`config.mk`:
```
export PLATFORM = sky130hd
export DESIGN_NAME = amp_cfg_sched_flat
export DESIGN_NICKNAME = d
export VERILOG_FILES = /design/src/rtl/amp_cfg_pkg.sv /design/src/rtl/amp_cfg_sched_if.sv /design/src/rtl/amp_cfg_rr_arb.sv /design/src/rtl/amp_cfg_sched.sv /design/src/flat_wrapper.sv
export SDC_FILE = /design/constraint.sdc
export NUM_CORES = 1
export LEC_CHECK = 0
export ABC_AREA = 1
export BUFFER_PORTS_ARGS = -buffer_cell sky130_fd_sc_hd__buf_2
export CORE_ASPECT_RATIO = 0.8
export CORE_MARGIN = 2
export CORE_UTILIZATION = 49
export CTS_CLUSTER_SIZE = 24
export DETAILED_ROUTE_END_ITERATION = 8
export PLACE_DENSITY_LB_ADDON = 0.25
export REMOVE_ABC_BUFFERS = 1
export SYNTH_ARGS = -nofsm -noshare
export SYNTH_HDL_FRONTEND = slang
export SYNTH_HIERARCHICAL = 1
export SYNTH_SLANG_ARGS = --single-unit
```
`constraint.sdc`:
```
create_clock -name clk_in -period 2.3 [get_ports clk_in]
set_input_delay 0.46 -clock clk_in [delete_from_list [all_inputs] [get_ports clk_in]]
set_output_delay 0.46 -clock clk_in [all_outputs]
set_load 0.01 [all_outputs]
```
`src/rtl/amp_cfg_pkg.sv`:
```
// Shared types and constants for the amp I2C write scheduler.
// Holds field widths, the default page-select register address, the
// scheduler state encoding and the latched write-request payload.
package amp_cfg_pkg;

  localparam int unsigned PAGE_W  = 6;
  localparam int unsigned REG_W   = 7;
  localparam int unsigned DATA_W  = 8;
  localparam int unsigned TMO_W   = 12;
  localparam int unsigned RETRY_W = 3;

  localparam logic [REG_W-1:0] PAGE_REG_DEF = 7'h00;

  typedef enum logic [2:0] {
    ST_IDLE     = 3'd0,
    ST_TAKE     = 3'd1,
    ST_PG_ISSUE = 3'd2,
    ST_PG_WAIT  = 3'd3,
    ST_DT_ISSUE = 3'd4,
    ST_DT_WAIT  = 3'd5,
    ST_RESP     = 3'd6,
    ST_ABORT    = 3'd7
  } state_e;

  typedef struct packed {
    logic [PAGE_W-1:0] page;
    logic [REG_W-1:0]  addr;
    logic [DATA_W-1:0] data;
  } wr_req_t;

endpackage

```
`src/rtl/amp_cfg_sched_if.sv`:
```
// Scheduler <-> I2C write engine handshake.
//   eng_start : 1-cycle pulse, engine begins a write of eng_reg/eng_data
//   eng_busy  : engine transaction in progress
//   eng_done  : 1-cycle pulse, transaction finished (eng_nack qualifies it)
// master = scheduler side, slave = engine side.
interface amp_cfg_sched_if;
  import amp_cfg_pkg::*;

  logic              eng_start;
  logic [REG_W-1:0]  eng_reg;
  logic [DATA_W-1:0] eng_data;
  logic              eng_busy;
  logic              eng_done;
  logic              eng_nack;

  modport master (output eng_start, eng_reg, eng_data,
                  input  eng_busy, eng_done, eng_nack);
  modport slave  (input  eng_start, eng_reg, eng_data,
                  output eng_busy, eng_done, eng_nack);
endinterface

```
`src/rtl/amp_cfg_rr_arb.sv`:
```
// Two-way round-robin picker.
//   req[1:0]  : candidate requests
//   advance   : a service finished this cycle; remember who was served
//   served    : id of the requester just served
//   gnt_c     : one-hot winner (combinational), 0 when no request
// After reset the pointer favours requester 0.
module amp_cfg_rr_arb (
  input  logic       clk_in,
  input  logic       reset,
  input  logic [1:0] req,
  input  logic       advance,
  input  logic       served,
  output logic [1:0] gnt_c
);

  logic last_q;

  // last_q = id served most recently; reset to 1 so req0 wins the first tie
  always_ff @(posedge clk_in or posedge reset) begin
    if (reset)        last_q <= 1'b1;
    else if (advance) last_q <= served;
  end

  always_comb begin
    gnt_c = req;
    if (req == 2'b11) gnt_c = last_q ? 2'b01 : 2'b10;
  end

endmodule

```
`src/rtl/amp_cfg_sched.sv`:
```
// Arbitrates two requesters onto the amp I2C single-byte write engine,
// inserts page-select writes, retries NACKs and aborts on timeout.
// Ports:
//   clk_in, reset          : clock, async active-high reset
//   reqN/pageN/regN/dataN  : requester N write request (held until ackN/errN)
//   ackN / errN            : 1-cycle completion / abort pulses
//   grant                  : one-hot requester in service, 0 when idle
//   busy                   : scheduler not idle
//   eng                    : engine handshake (master side)
// Build option: AMP_CFG_PAGE_CACHE_EN keeps the last written page and skips
// redundant page-select writes; without it every request writes the page.
module amp_cfg_sched
  import amp_cfg_pkg::*;
#(
  parameter int unsigned      RETRY_MAX = 3,
  parameter int unsigned      TIMEOUT   = 4095,
  parameter logic [REG_W-1:0] PAGE_REG  = PAGE_REG_DEF
) (
  input  logic              clk_in,
  input  logic              reset,
  input  logic              req0,
  input  logic [PAGE_W-1:0] page0,
  input  logic [REG_W-1:0]  reg0,
  input  logic [DATA_W-1:0] data0,
  output logic              ack0,
  output logic              err0,
  input  logic              req1,
  input  logic [PAGE_W-1:0] page1,
  input  logic [REG_W-1:0]  reg1,
  input  logic [DATA_W-1:0] data1,
  output logic              ack1,
  output logic              err1,
  output logic [1:0]        grant,
  output logic              busy,
  amp_cfg_sched_if.master   eng
);

  state_e             state_q, state_d;
  wr_req_t            req_q, req_d;
  logic               id_q, id_d;
  logic [RETRY_W-1:0] retry_q, retry_d;
  logic [TMO_W-1:0]   tcnt_q, tcnt_d;
  logic [1:0]         grant_d, ack_d, err_d;
  logic               start_d;
  logic [REG_W-1:0]   ereg_d;
  logic [DATA_W-1:0]  edata_d;
  logic [1:0]         req_vec_c, arb_gnt_c;
  logic               adv_c, pg_c, cache_hit_c;

  // A requester whose ack/err is on the wire may still hold req this cycle;
  // mask it so a finished request is not serviced twice.
  assign req_vec_c = {req1, req0} & ~{ack1 | err1, ack0 | err0};
  assign adv_c     = (state_q == ST_RESP) || (state_q == ST_ABORT);
  assign pg_c      = (state_q == ST_PG_WAIT);

  amp_cfg_rr_arb u_arb (
    .clk_in  (clk_in),
    .reset   (reset),
    .req     (req_vec_c),
    .advance (adv_c),
    .served  (id_q),
    .gnt_c   (arb_gnt_c)
  );

`ifdef AMP_CFG_PAGE_CACHE_EN
  logic              cache_vld_q;
  logic [PAGE_W-1:0] cache_page_q;

  // Page cache: set on an ACKed page write, dropped on abort
  always_ff @(posedge clk_in or posedge reset) begin
    if (reset) begin
      cache_vld_q  <= 1'b0;
      cache_page_q <= '0;
    end else if (state_q == ST_ABORT) begin
      cache_vld_q  <= 1'b0;
    end else if (pg_c && eng.eng_done && !eng.eng_nack) begin
      cache_vld_q  <= 1'b1;
      cache_page_q <= req_q.page;
    end
  end

  assign cache_hit_c = cache_vld_q && (cache_page_q == req_q.page);
`else
  assign cache_hit_c = 1'b0;
`endif

  // State and registered outputs
  always_ff @(posedge clk_in or posedge reset) begin
    if (reset) begin
      state_q       <= ST_IDLE;
      req_q         <= '0;
      id_q          <= 1'b0;
      retry_q       <= '0;
      tcnt_q        <= '0;
      grant         <= '0;
      busy          <= 1'b0;
      ack0          <= 1'b0;
      ack1          <= 1'b0;
      err0          <= 1'b0;
      err1          <= 1'b0;
      eng.eng_start <= 1'b0;
      eng.eng_reg   <= '0;
      eng.eng_data  <= '0;
    end else begin
      state_q       <= state_d;
      req_q         <= req_d;
      id_q          <= id_d;
      retry_q       <= retry_d;
      tcnt_q        <= tcnt_d;
      grant         <= grant_d;
      busy          <= (state_d != ST_IDLE);
      ack0          <= ack_d[0];
      ack1          <= ack_d[1];
      err0          <= err_d[0];
      err1          <= err_d[1];
      eng.eng_start <= start_d;
      eng.eng_reg   <= ereg_d;
      eng.eng_data  <= edata_d;
    end
  end

  // Next state and next output values
  always_comb begin
    state_d = state_q;
    req_d   = req_q;
    id_d    = id_q;
    retry_d = retry_q;
    tcnt_d  = tcnt_q;
    grant_d = grant;
    ack_d   = '0;
    err_d   = '0;
    start_d = 1'b0;
    ereg_d  = '0;
    edata_d = '0;

    unique case (state_q)
      ST_IDLE: begin
        if (|req_vec_c) begin
          id_d    = arb_gnt_c[1];
          req_d   = arb_gnt_c[1] ? wr_req_t'{page: page1, addr: reg1, data: data1}
                                 : wr_req_t'{page: page0, addr: reg0, data: data0};
          grant_d = arb_gnt_c;
          retry_d = '0;
          state_d = ST_TAKE;
        end
      end
      ST_TAKE: state_d = cache_hit_c ? ST_DT_ISSUE : ST_PG_ISSUE;
      ST_PG_ISSUE, ST_DT_ISSUE: begin
        if (!eng.eng_busy) begin
          start_d = 1'b1;
          tcnt_d  = '0;
          if (state_q == ST_PG_ISSUE) begin
            ereg_d  = PAGE_REG;
            edata_d = DATA_W'(req_q.page);
            state_d = ST_PG_WAIT;
          end else begin
            ereg_d  = req_q.addr;
            edata_d = req_q.data;
            state_d = ST_DT_WAIT;
          end
        end
      end
      ST_PG_WAIT, ST_DT_WAIT: begin
        if (eng.eng_done) begin
          if (!eng.eng_nack) begin
            state_d = pg_c ? ST_DT_ISSUE : ST_RESP;
          end else if (retry_q < RETRY_W'(RETRY_MAX)) begin
            // one retry budget covers both the page and data write
            retry_d = retry_q + RETRY_W'(1);
            state_d = pg_c ? ST_PG_ISSUE : ST_DT_ISSUE;
          end else begin
            state_d = ST_ABORT;
          end
        end else if (tcnt_q == TMO_W'(TIMEOUT)) begin
          state_d = ST_ABORT;
        end else begin
          tcnt_d = tcnt_q + TMO_W'(1);
        end
      end
      ST_RESP: begin
        ack_d[id_q] = 1'b1;
        grant_d     = '0;
        state_d     = ST_IDLE;
      end
      ST_ABORT: begin
        err_d[id_q] = 1'b1;
        grant_d     = '0;
        state_d     = ST_IDLE;
      end
      default: state_d = ST_IDLE;
    endcase
  end

endmodule
```
`src/flat_wrapper.sv`:
```
// flat-port wrapper written by rule: the top's interface ports become plain ports
module amp_cfg_sched_flat import amp_cfg_pkg::*;
#(
  parameter int unsigned      RETRY_MAX = 3,
  parameter int unsigned      TIMEOUT   = 4095,
  parameter logic [REG_W-1:0] PAGE_REG  = PAGE_REG_DEF
)
  (clk_in, reset, req0, page0, reg0, data0, ack0, err0, req1, page1, reg1, data1, ack1, err1, grant, busy, eng_eng_start, eng_eng_reg, eng_eng_data, eng_eng_busy, eng_eng_done, eng_eng_nack);
  amp_cfg_sched_if eng_i ();
  input  logic clk_in;
  input  logic reset;
  input  logic req0;
  input  logic [PAGE_W-1:0] page0;
  input  logic [REG_W-1:0] reg0;
  input  logic [DATA_W-1:0] data0;
  output logic ack0;
  output logic err0;
  input  logic req1;
  input  logic [PAGE_W-1:0] page1;
  input  logic [REG_W-1:0] reg1;
  input  logic [DATA_W-1:0] data1;
  output logic ack1;
  output logic err1;
  output logic [1:0] grant;
  output logic busy;
  output wire logic [$bits(eng_i.eng_start)-1:0] eng_eng_start;
  output wire logic [$bits(eng_i.eng_reg)-1:0] eng_eng_reg;
  output wire logic [$bits(eng_i.eng_data)-1:0] eng_eng_data;
  input wire logic [$bits(eng_i.eng_busy)-1:0] eng_eng_busy;
  input wire logic [$bits(eng_i.eng_done)-1:0] eng_eng_done;
  input wire logic [$bits(eng_i.eng_nack)-1:0] eng_eng_nack;
  assign eng_eng_start = eng_i.eng_start;
  assign eng_eng_reg = eng_i.eng_reg;
  assign eng_eng_data = eng_i.eng_data;
  assign eng_i.eng_busy = eng_eng_busy;
  assign eng_i.eng_done = eng_eng_done;
  assign eng_i.eng_nack = eng_eng_nack;
  amp_cfg_sched #(.RETRY_MAX(RETRY_MAX), .TIMEOUT(TIMEOUT), .PAGE_REG(PAGE_REG)) u_core (.clk_in(clk_in), .reset(reset), .req0(req0), .page0(page0), .reg0(reg0), .data0(data0), .ack0(ack0), .err0(err0), .req1(req1), .page1(page1), .reg1(reg1), .data1(data1), .ack1(ack1), .err1(err1), .grant(grant), .busy(busy), .eng(eng_i));
endmodule
```
==> results of run 1 <==
[worst max-delay path: cells and delay by family (launching register included)]
family,cells,cell delay [ns]
AND/OR/NAND/NOR,6,0.78
buffers and inverters,2,0.22
flip-flops,1,0.65
AO/OA/AOI/OAI,1,0.06
[cell usage in the layout (no fill, tap or decap), types with 2 or more instances in the layout]
cell type,netlist,final
dfrtp_1,63,63
nor2_2,2,2
ha_1,2,2
nand2_1,90,90
buf_4,3,4
a21oi_1,10,9
clkbuf_1,3,2
mux2i_1,21,21
nor3_1,5,5
nand4_1,11,11
o21ai_0,27,27
buf_2,8,71
xor2_1,4,4
nand3_1,36,36
clkbuf_8,0,11
nor2_1,21,21
nand2_2,4,4
inv_2,4,5
nand3_2,2,2
inv_1,33,32
o21ai_1,8,8
[kinds of logic after synthesis]
group / Yosys count / synth area share
multiplexers: 21 / 0.0670
adder cells (fa/ha/maj): 2 / 0.00798
buffers and inverters: 53 / 0.0734
flip-flops: 64 / 0.511
AND/OR/NAND/NOR: 175 / 0.253
XOR/XNOR: 4 / 0.0112
AO/OA/AOI/OAI: 47 / 0.0762
[layer usage]
metal	share of wire	global-route usage	routed length, um
met3	0.053	0.0603	348
met1	0.47	0.258	3120
met4	0.0092	0.0654	61
met5	0	0	0
met2	0.47	0.320	3080
[through the flow]
step                setup WS, ns  setup TNS [ns]  instances   util  hold WS [ns]
global route               0.275               0        527  0.600         0.102
detailed placement         0.518               0        511  0.568         0.470
finish                     0.466               0        527  0.600         0.124
floorplan                 -0.435           -9.79        351      -         0.350
CTS                        0.483               0        527  0.600         0.106
global placement           0.560               0        511  0.568         0.464
[worst max path at each step]
stage                                       startpoint                      endpoint  slack (ns)
final                      u_core/state_q[1]$_DFF_PP0_  u_core/tcnt_q[9]$_DFFE_PP0P_        0.47
after global routing      u_core/tcnt_q[0]$_DFFE_PP0P_  u_core/tcnt_q[8]$_DFFE_PP0P_        0.28
after CTS                  u_core/state_q[1]$_DFF_PP0_  u_core/tcnt_q[9]$_DFFE_PP0P_        0.48
after detailed placement   u_core/state_q[1]$_DFF_PP0_  u_core/tcnt_q[9]$_DFFE_PP0P_        0.52
after global placement     u_core/state_q[1]$_DFF_PP0_  u_core/tcnt_q[9]$_DFFE_PP0P_        0.56
after floorplan                  u_core/err1$_DFF_PP0_   u_core/req_q[0]$_DFFE_PP0P_       -0.43
[final cells by class]
type	count	area, um^2
Inverter	38	145
Multi-Input combinational cell	249	1310
Fill cell	591	2510
Clock inverter	3	42.5
Tap cell	84	105
Clock buffer	13	159
Sequential cell	64	1600
Timing Repair Buffer	76	405
[power groups by stage]
stage               clock [mW]  sequential, mW  combinational (mW)
floorplan                    0            1.74               0.987
global placement             0            1.74                1.42
detailed placement           0            1.75                1.46
CTS                       1.01            1.73                1.47
global route              1.05            1.78                1.67
finish                   0.980            1.74                1.45
==> results.py, run 1 <==
metrics = {
    "timing": {
        "period_minus_slack_ns": 1.83,
        "timing.fmax_ghz": 0.545,
        "rsz0062_at_grt": "no",
        "timing.final.max_slew_violations": 0,
        "period_share": 0.797,
        "worst_slew_pin_slew_ns": 0.505,
        "hold_violations": 0,
        "finalClockSkew_ns": 0.00514,
        "slew_headroom": 0.663,
        "setup_violations": 0,
    },
    "worst_setup_path": {
        "start_kind": "flop",
        "cp-end-kind": "flop",
        "cpMaxStageDelayCell": "dfrtp_1",
        "path_cells": "inv_2 -> nand2_2 -> nand3_4 -> nor2_4 -> nand2_1 -> nand2_2 -> inv_2 -> nand2_1 -> o21ai_1",
        "reg2reg_slack_ns": 0.47,
        "rr_endpoint": "u_core/tcnt_q[9]$_DFFE_PP0P_",
        "required_ns": 2.52,
        "slowest_delay_ns": 0.65,
        "critical_path_class": "reg -> reg",
        "cp_data_arrival_time_ns": 2.06,
        "worstPathMaxFanout": 13,
        "r2r-start": "u_core/state_q[1]$_DFF_PP0_",
        "reg2reg_depth": 9,
    },
    "routing": {
        "antenna_left": 0,
        "drtPass1Iterations": 4,
        "wl_per_cell_um": 12.5,
        "drc": 0,
        "vias_per_cell": 4.97,
        "vias": 2620,
        "first_iter_violations": 119,
        "routed_wl_um": 6600,
    },
    "place": {
        "gp_congestion": 0.822,
        "hpwlAfterDp_um": 4620,
        "io_buffer_count": 71,
        "post_dp_cell_area_mm2": 0.00357,
    },
    "global_routing": {
        "gr-total-overflow": 0,
        "grt_pass1_wl_um": 10600,
        "grt_usage": 0.197,
        "antenna_found_initial": 0,
        "grt_pass1_vias": 2343,
        "grt_max_degree": 64,
    },
    "logic_synthesis": {
        "synth_enable_flop_cells": 0,
        "synth_top_area_frac": 0.503,
        "yosysTopAreaCell": "dfrtp_1",
        "yosys_register_bits": 64,
        "netlist_area_mm2": 0.00314,
        "postSynth.topFlopCell": "dfrtp_1",
        "syn_inst": 366,
        "synthTopCellsByArea": "dfrtp_1 (50%), nand2_1 (11%), mux2i_1 (6.7%)",
        "synth_most_common_cell": "nand2_1",
        "synth_warnings": 6,
        "yosys-top-cells-count": "nand2_1 (90), dfrtp_1 (63), nand3_1 (36)",
        "synthArstFlopShare": 1.00,
        "avgSynthCellArea_um2": 8.57,
        "yosysUniqueCellTypes": 29,
        "ys_seq_area_frac": 0.511,
    },
    "pwr": {
        "comb_power_share": 0.347,
        "p_leak_nw": 2.01,
        "p_total_mw": 4.17,
        "pwr-share-seq": 0.418,
        "p_clk_frac": 0.235,
        "netSwitchingFraction": 0.389,
        "vdd_drop_max_mv": 0.526,
        "switching_power_mw": 1.62,
        "p_int_mw": 2.55,
        "powerDensity_mw_per_mm2": 1110,
    },
    "clock_network": {
        "clockBufferDepth": 2,
        "cts_inserted_buffers": 9,
        "cts_max_level": 3,
        "root_buffer": "clkbuf_8",
        "tritoncts": "built",
        "clk-insertion-delay-late_ns": 0.34,
        "cts_sinks": 64,
        "post_cts_hold_buffer_count": 0,
        "cts.repair.resized": 0,
        "path_clk_slew_ns": 0.07,
        "post_cts_buffers": 0,
    },
    "floorplan": {
        "dieArea_mm2": 0.00706,
        "num_rows": 26,
        "io_pins": 72,
        "chipWidth_um": 93.5,
        "start_util": 0.500,
        "die_h_um": 75.6,
        "coreArea_mm2": 0.00628,
    },
    "final_layout": {
        "syn2layout_area_growth_pct": 20.1,
        "largest_reg_flops": 21,
        "top_regs": "u_core/req_q x21, u_core/tcnt_q x12, u_core/eng.eng_data x8",
        "layout-drive-gt1-share": 0.248,
        "largest_register": "u_core/req_q",
        "antenna_cells": 0,
        "postLayoutCellArea_mm2": 0.00377,
        "nets": 489,
    },
    "hold_path": {
        "hold_path_class": "in -> async",
    },
    "job": {
        "drv_cap": 0,
    },
    "status": {
        "status": "finished, final reports clean",
    },
}
Power figures use the tool's default switching activity.
==> run 2, diff against run 1 <==
Settings changed: CORE_UTILIZATION 49 to 48.
Clock period 2.3 ns to 1.5 ns, I/O delays scaled along.
==> results.py, run 2 (synthesized netlist as in run 1, its figures left out) <==
metrics = {
    "final_layout": {
        "fillCellCount": 535,
        "layout.cells.non_filler": 558,
        "largest_reg_flops": 21,
        "multi_input_area_mm2": 0.00137,
        "syn2layout_area_growth_pct": 32.1,
        "antenna_cells": 0,
        "layout_common_cells": "nand2_1 (87), buf_2 (71), dfrtp_1 (62)",
        "layout-drive-gt1-share": 0.321,
        "top_regs": "u_core/req_q x21, u_core/tcnt_q x12, u_core/eng.eng_data x8",
        "seq_area_mm2": 0.00160,
        "final_common_cell": "nand2_1",
        "finalCoreUtilization": 0.653,
        "nets": 520,
        "largest_register": "u_core/req_q",
    },
    "worst_setup_path": {
        "rr_endpoint": "u_core/req_q[7]$_DFFE_PP0P_",
        "critical_path_class": "reg -> reg",
        "start_kind": "flop",
        "cp-end-kind": "flop",
        "reg2reg_depth": 9,
        "worstPathMaxFanout": 6,
        "reg2reg_slack_ns": -0.009,
        "cp_data_arrival_time_ns": 1.73,
        "required_ns": 1.73,
        "r2r-start": "u_core/err1$_DFF_PP0_",
    },
    "place": {
        "hpwlAfterDp_um": 5120,
        "gp_congestion": 0.844,
        "placed_cells": 527,
        "io_buffer_count": 71,
        "dp_slack_ns": -0.0649,
    },
    "status": {
        "violations": "setup timing",
        "status": "complete, but fails checks",
    },
    "timing": {
        "tns_ns": -0.0172,
        "worst_slew_pin_slew_ns": 0.355,
        "timing.fmax_ghz": 0.663,
        "setup_violations": 4,
        "hold_violations": 0,
        "rsz0062_at_grt": "yes",
        "timing.final.max_slew_violations": 0,
        "layout_setup_ws_ns": -0.00873,
        "finalClockSkew_ns": 0.00508,
        "fin_hold_ws_ns": 0.227,
        "period_share": 1.01,
        "slew_headroom": 0.763,
        "period_minus_slack_ns": 1.51,
    },
    "routing": {
        "wl_per_cell_um": 14.0,
        "routed_wl_um": 7790,
        "vias_per_cell": 5.10,
        "drc": 0,
        "first_iter_violations": 139,
        "drtPass1Iterations": 5,
        "vias": 2848,
        "antenna_left": 0,
    },
    "global_routing": {
        "antenna_found_initial": 0,
        "grt_pass1_vias": 2671,
        "gr-total-overflow": 0,
        "grt_usage": 0.227,
        "grt_max_degree": 64,
        "grt_pass1_wl_um": 12600,
    },
    "floorplan": {
        "coreArea_mm2": 0.00634,
        "io_pins": 72,
        "die_h_um": 76.3,
        "num_rows": 26,
        "dieArea_mm2": 0.00720,
        "start_util": 0.494,
        "chipWidth_um": 94.4,
    },
    "clock_network": {
        "tritoncts": "built",
        "clk-insertion-delay-late_ns": 0.35,
        "cts_inserted_buffers": 9,
        "root_buffer": "clkbuf_8",
        "cts_max_level": 3,
        "path_clk_slew_ns": 0.07,
        "clockBufferDepth": 2,
        "cts_sinks": 64,
    },
    "hold_path": {
        "hold_depth": 3,
        "worstHoldEndpoint": "u_core/req_q[2]$_DFFE_PP0P_",
        "min_from": "data0[2]",
        "hold_path_class": "in -> reg",
    },
    "job": {
        "drv_cap": 0,
    },
    "pwr": {
        "p_leak_nw": 2.22,
        "vdd_drop_max_mv": 1.00,
        "powerDensity_mw_per_mm2": 1720,
    },
}
[run 2: through the flow]
stage	power, mW	instance area, um^2
final	7.12	4140
after global routing	7.61	4140
after CTS	6.92	4030
after detailed placement	5.25	3700
after global placement	5.14	3700
after floorplan	4.18	3050
[run 2: repair_timing]
action                     4_1_cts  5_1_grt
cloned                           2        0
setup endpoints to repair       14       40
hold buffers                     1        0
hold endpoints to repair         1        0
gates resized for setup         13       28
setup buffers                    6        6
pin swaps                        4       10
[run 2: worst max-delay path by stage]
stage,cells past startpoint,endpoint,startpoint,slack (ns)
2_1_floorplan,7,u_core/req_q[0]$_DFFE_PP0P_,u_core/err1$_DFF_PP0_,-1.24
3_3_place_gp,8,u_core/req_q[18]$_DFFE_PP0P_,u_core/ack1$_DFF_PP0_,0.01
3_5_place_dp,8,u_core/req_q[18]$_DFFE_PP0P_,u_core/err1$_DFF_PP0_,-0.06
4_1_cts,6,u_core/retry_q[0]$_DFFE_PP0P_,u_core/state_q[1]$_DFF_PP0_,0.00001
5_1_grt,8,u_core/req_q[6]$_DFFE_PP0P_,u_core/err1$_DFF_PP0_,-0.13
6_report,9,u_core/req_q[7]$_DFFE_PP0P_,u_core/err1$_DFF_PP0_,-0.009
[run 2: layout make-up]
type                       count  area share
tap                           84      0.0254
clock inverter                 5      0.0136
inverter                      38      0.0362
timing repair buffer         107       0.174
sequential                    64       0.387
multi-input combinational    249       0.330
clock buffer                  11      0.0341
[run 2: where the power goes]
part	internal (mW)	total [mW]	leakage, nW	switching [mW]
combinational	1.23	3.04	1.28	1.80
sequential	2.27	2.61	0.840	0.346
clock	0.809	1.47	0.0993	0.664
[run 2: per-layer routing]
layer | vias up | track usage | part of all wire
met5 | - | 0 | 0
met4 | 0 | 0.0681 | 0.020
met3 | 17 | 0.0673 | 0.054
met2 | 83 | 0.362 | 0.48
met1 | 1339 | 0.299 | 0.44
li1 | 1409 | - | -
[run 2: critical path, cell delays in order (launching register included)]
cell,delay (ns)
dfrtp_1,0.39
nor2_1,0.10
nand2_1,0.08
inv_2,0.07
inv_2,0.04
a21oi_4,0.18
buf_12,0.15
buf_16,0.13
mux2i_1,0.18
o21ai_1,0.07
==> run 3, diff against run 2 <==
Settings changed: CORE_UTILIZATION 48 to 45.
==> results.py, run 3 (synthesized netlist as in run 1, its figures left out) <==
metrics = {
    "status": {
        "status": "complete, but fails checks",
        "violations": "setup timing",
    },
    "timing": {
        "worst_slew_pin_slew_ns": 0.343,
        "finalClockSkew_ns": 0.00749,
        "timing.fmax_ghz": 0.629,
        "timing.final.max_slew_violations": 0,
        "period_minus_slack_ns": 1.59,
        "layout_setup_ws_ns": -0.0893,
        "hold_violations": 0,
        "rsz0062_at_grt": "yes",
        "setup_violations": 20,
        "period_share": 1.06,
        "slew_headroom": 0.771,
    },
    "pwr": {
        "p_leak_nw": 2.29,
        "powerDensity_mw_per_mm2": 1790,
        "vdd_drop_max_mv": 1.19,
        "p_total_mw": 7.79,
    },
    "final_layout": {
        "layout-drive-gt1-share": 0.356,
        "layout.cells.non_filler": 567,
        "largest_reg_flops": 21,
        "postLayoutCellArea_mm2": 0.00436,
        "final_common_cell": "nand2_1",
        "top_regs": "u_core/req_q x21, u_core/tcnt_q x12, u_core/eng.eng_data x8",
        "largest_register": "u_core/req_q",
        "syn2layout_area_growth_pct": 38.9,
        "antenna_cells": 0,
        "layout_common_cells": "nand2_1 (84), buf_2 (71), dfrtp_1 (60)",
        "nets": 527,
    },
    "floorplan": {
        "io_pins": 72,
        "coreArea_mm2": 0.00682,
        "chipWidth_um": 97.3,
        "die_h_um": 78.7,
        "start_util": 0.460,
        "dieArea_mm2": 0.00766,
        "num_rows": 27,
    },
    "worst_setup_path": {
        "crit_buf_inv": 3,
        "reg2reg_depth": 8,
        "cpMaxStageDelayCell": "dfrtp_1",
        "slowest_delay_ns": 0.35,
        "cp_common_cell": "buf_12",
        "crit_family": "buffers and inverters",
        "critical_path_class": "reg -> reg",
        "path_cells": "nor2_1 -> nand2_1 -> inv_2 -> a21oi_4 -> buf_12 -> buf_12 -> mux2i_2 -> o21ai_1",
        "r2r-start": "u_core/err0$_DFF_PP0_",
        "start_kind": "flop",
        "rr_endpoint": "u_core/req_q[19]$_DFFE_PP0P_",
        "cp.depth": 8,
        "cp_data_arrival_time_ns": 1.81,
        "worstPathMaxFanout": 6,
        "cp-end-kind": "flop",
        "reg2reg_slack_ns": -0.09,
        "required_ns": 1.72,
    },
    "clock_network": {
        "cts_max_level": 3,
        "path_clk_slew_ns": 0.07,
        "clk-insertion-delay-late_ns": 0.34,
        "cts_sinks": 64,
        "clockBufferDepth": 2,
        "cts_inserted_buffers": 9,
        "tritoncts": "built",
        "root_buffer": "clkbuf_8",
    },
    "hold_path": {
        "worstHoldEndpoint": "u_core/req_q[0]$_DFFE_PP0P_",
        "hold_depth": 3,
        "min_from": "data0[0]",
        "hold_path_class": "in -> reg",
    },
    "place": {
        "dp_slack_ns": -0.0772,
        "post_dp_cell_area_mm2": 0.00370,
        "placed_cells": 530,
        "io_buffer_count": 71,
        "hpwlAfterDp_um": 4740,
        "gp_congestion": 0.847,
    },
    "routing": {
        "drc": 0,
        "wl_met3_um": 361,
        "routed-wl-met2_um": 3740,
        "antenna_left": 0,
        "vias": 2871,
        "routed_wl_um": 7840,
        "wl_met1_um": 3610,
        "maxUsedRoutingLayer": "met4",
        "vias_per_cell": 5.06,
        "wl_per_cell_um": 13.8,
        "drtPass1Iterations": 4,
        "first_iter_violations": 126,
    },
    "global_routing": {
        "grt_usage": 0.202,
        "grt_pass1_wl_um": 12100,
        "grt_pass1_vias": 2558,
        "gr-total-overflow": 0,
        "antenna_found_initial": 0,
        "grt_max_degree": 64,
    },
    "job": {
        "drv_cap": 0,
    },
}
-- run 3: what timing repair did --
action                     CTS  global route
setup endpoints to repair   26            42
gates resized for setup     23            46
setup buffers                8             8
cloned                       2             5
hold endpoints to repair     1             0
pin swaps                    2            14
hold buffers                 1             0
-- run 3: metal layers --
layer / global-route usage / up-vias
met5: 0 / -
met4: 0.0778 / 0
met3: 0.0570 / 13
met2: 0.313 / 72
met1: 0.272 / 1365
li1: - / 1421
-- run 3: worst min-delay path: stages --
cell     delay (ns)
buf_2          0.07
mux2i_1        0.05
o21ai_1        0.10
-- run 3: worst max path at each step --
stage	start	to	slack (ns)
after floorplan	u_core/err1$_DFF_PP0_	u_core/req_q[0]$_DFFE_PP0P_	-1.24
after global placement	u_core/err1$_DFF_PP0_	u_core/req_q[14]$_DFFE_PP0P_	-0.05
after detailed placement	u_core/err1$_DFF_PP0_	u_core/req_q[14]$_DFFE_PP0P_	-0.08
after CTS	u_core/ack1$_DFF_PP0_	u_core/req_q[14]$_DFFE_PP0P_	-0.04
after global routing	u_core/ack1$_DFF_PP0_	u_core/req_q[19]$_DFFE_PP0P_	-0.18
final	u_core/err0$_DFF_PP0_	u_core/req_q[19]$_DFFE_PP0P_	-0.09
-- run 3: final cells by class --
type	count	area (um^2)
Sequential cell	64	1610
Timing Repair Buffer	113	835
Clock inverter	3	65.1
Multi-Input combinational cell	249	1430
Fill cell	578	2470
Tap cell	87	109
Inverter	38	155
Timing Repair inverter	1	5.00
Clock buffer	12	155
-- run 3: where the power goes --
part | switching, mW | internal, mW | total, mW
clock network | 0.651 | 1.02 | 1.67
registers | 0.397 | 2.27 | 2.67
logic | 1.89 | 1.57 | 3.45
total | 2.93 | 4.85 | 7.79
-- run 3: through the flow --
step           hold slack, ns   util  setup TNS (ns)
6_report                0.228  0.639          -0.925
5_1_grt                 0.230  0.639           -3.16
4_1_cts                 0.213  0.599          -0.377
3_5_place_dp            0.318  0.543          -0.660
3_3_place_gp            0.322  0.543          -0.166
2_1_floorplan           0.190      -          -53.18
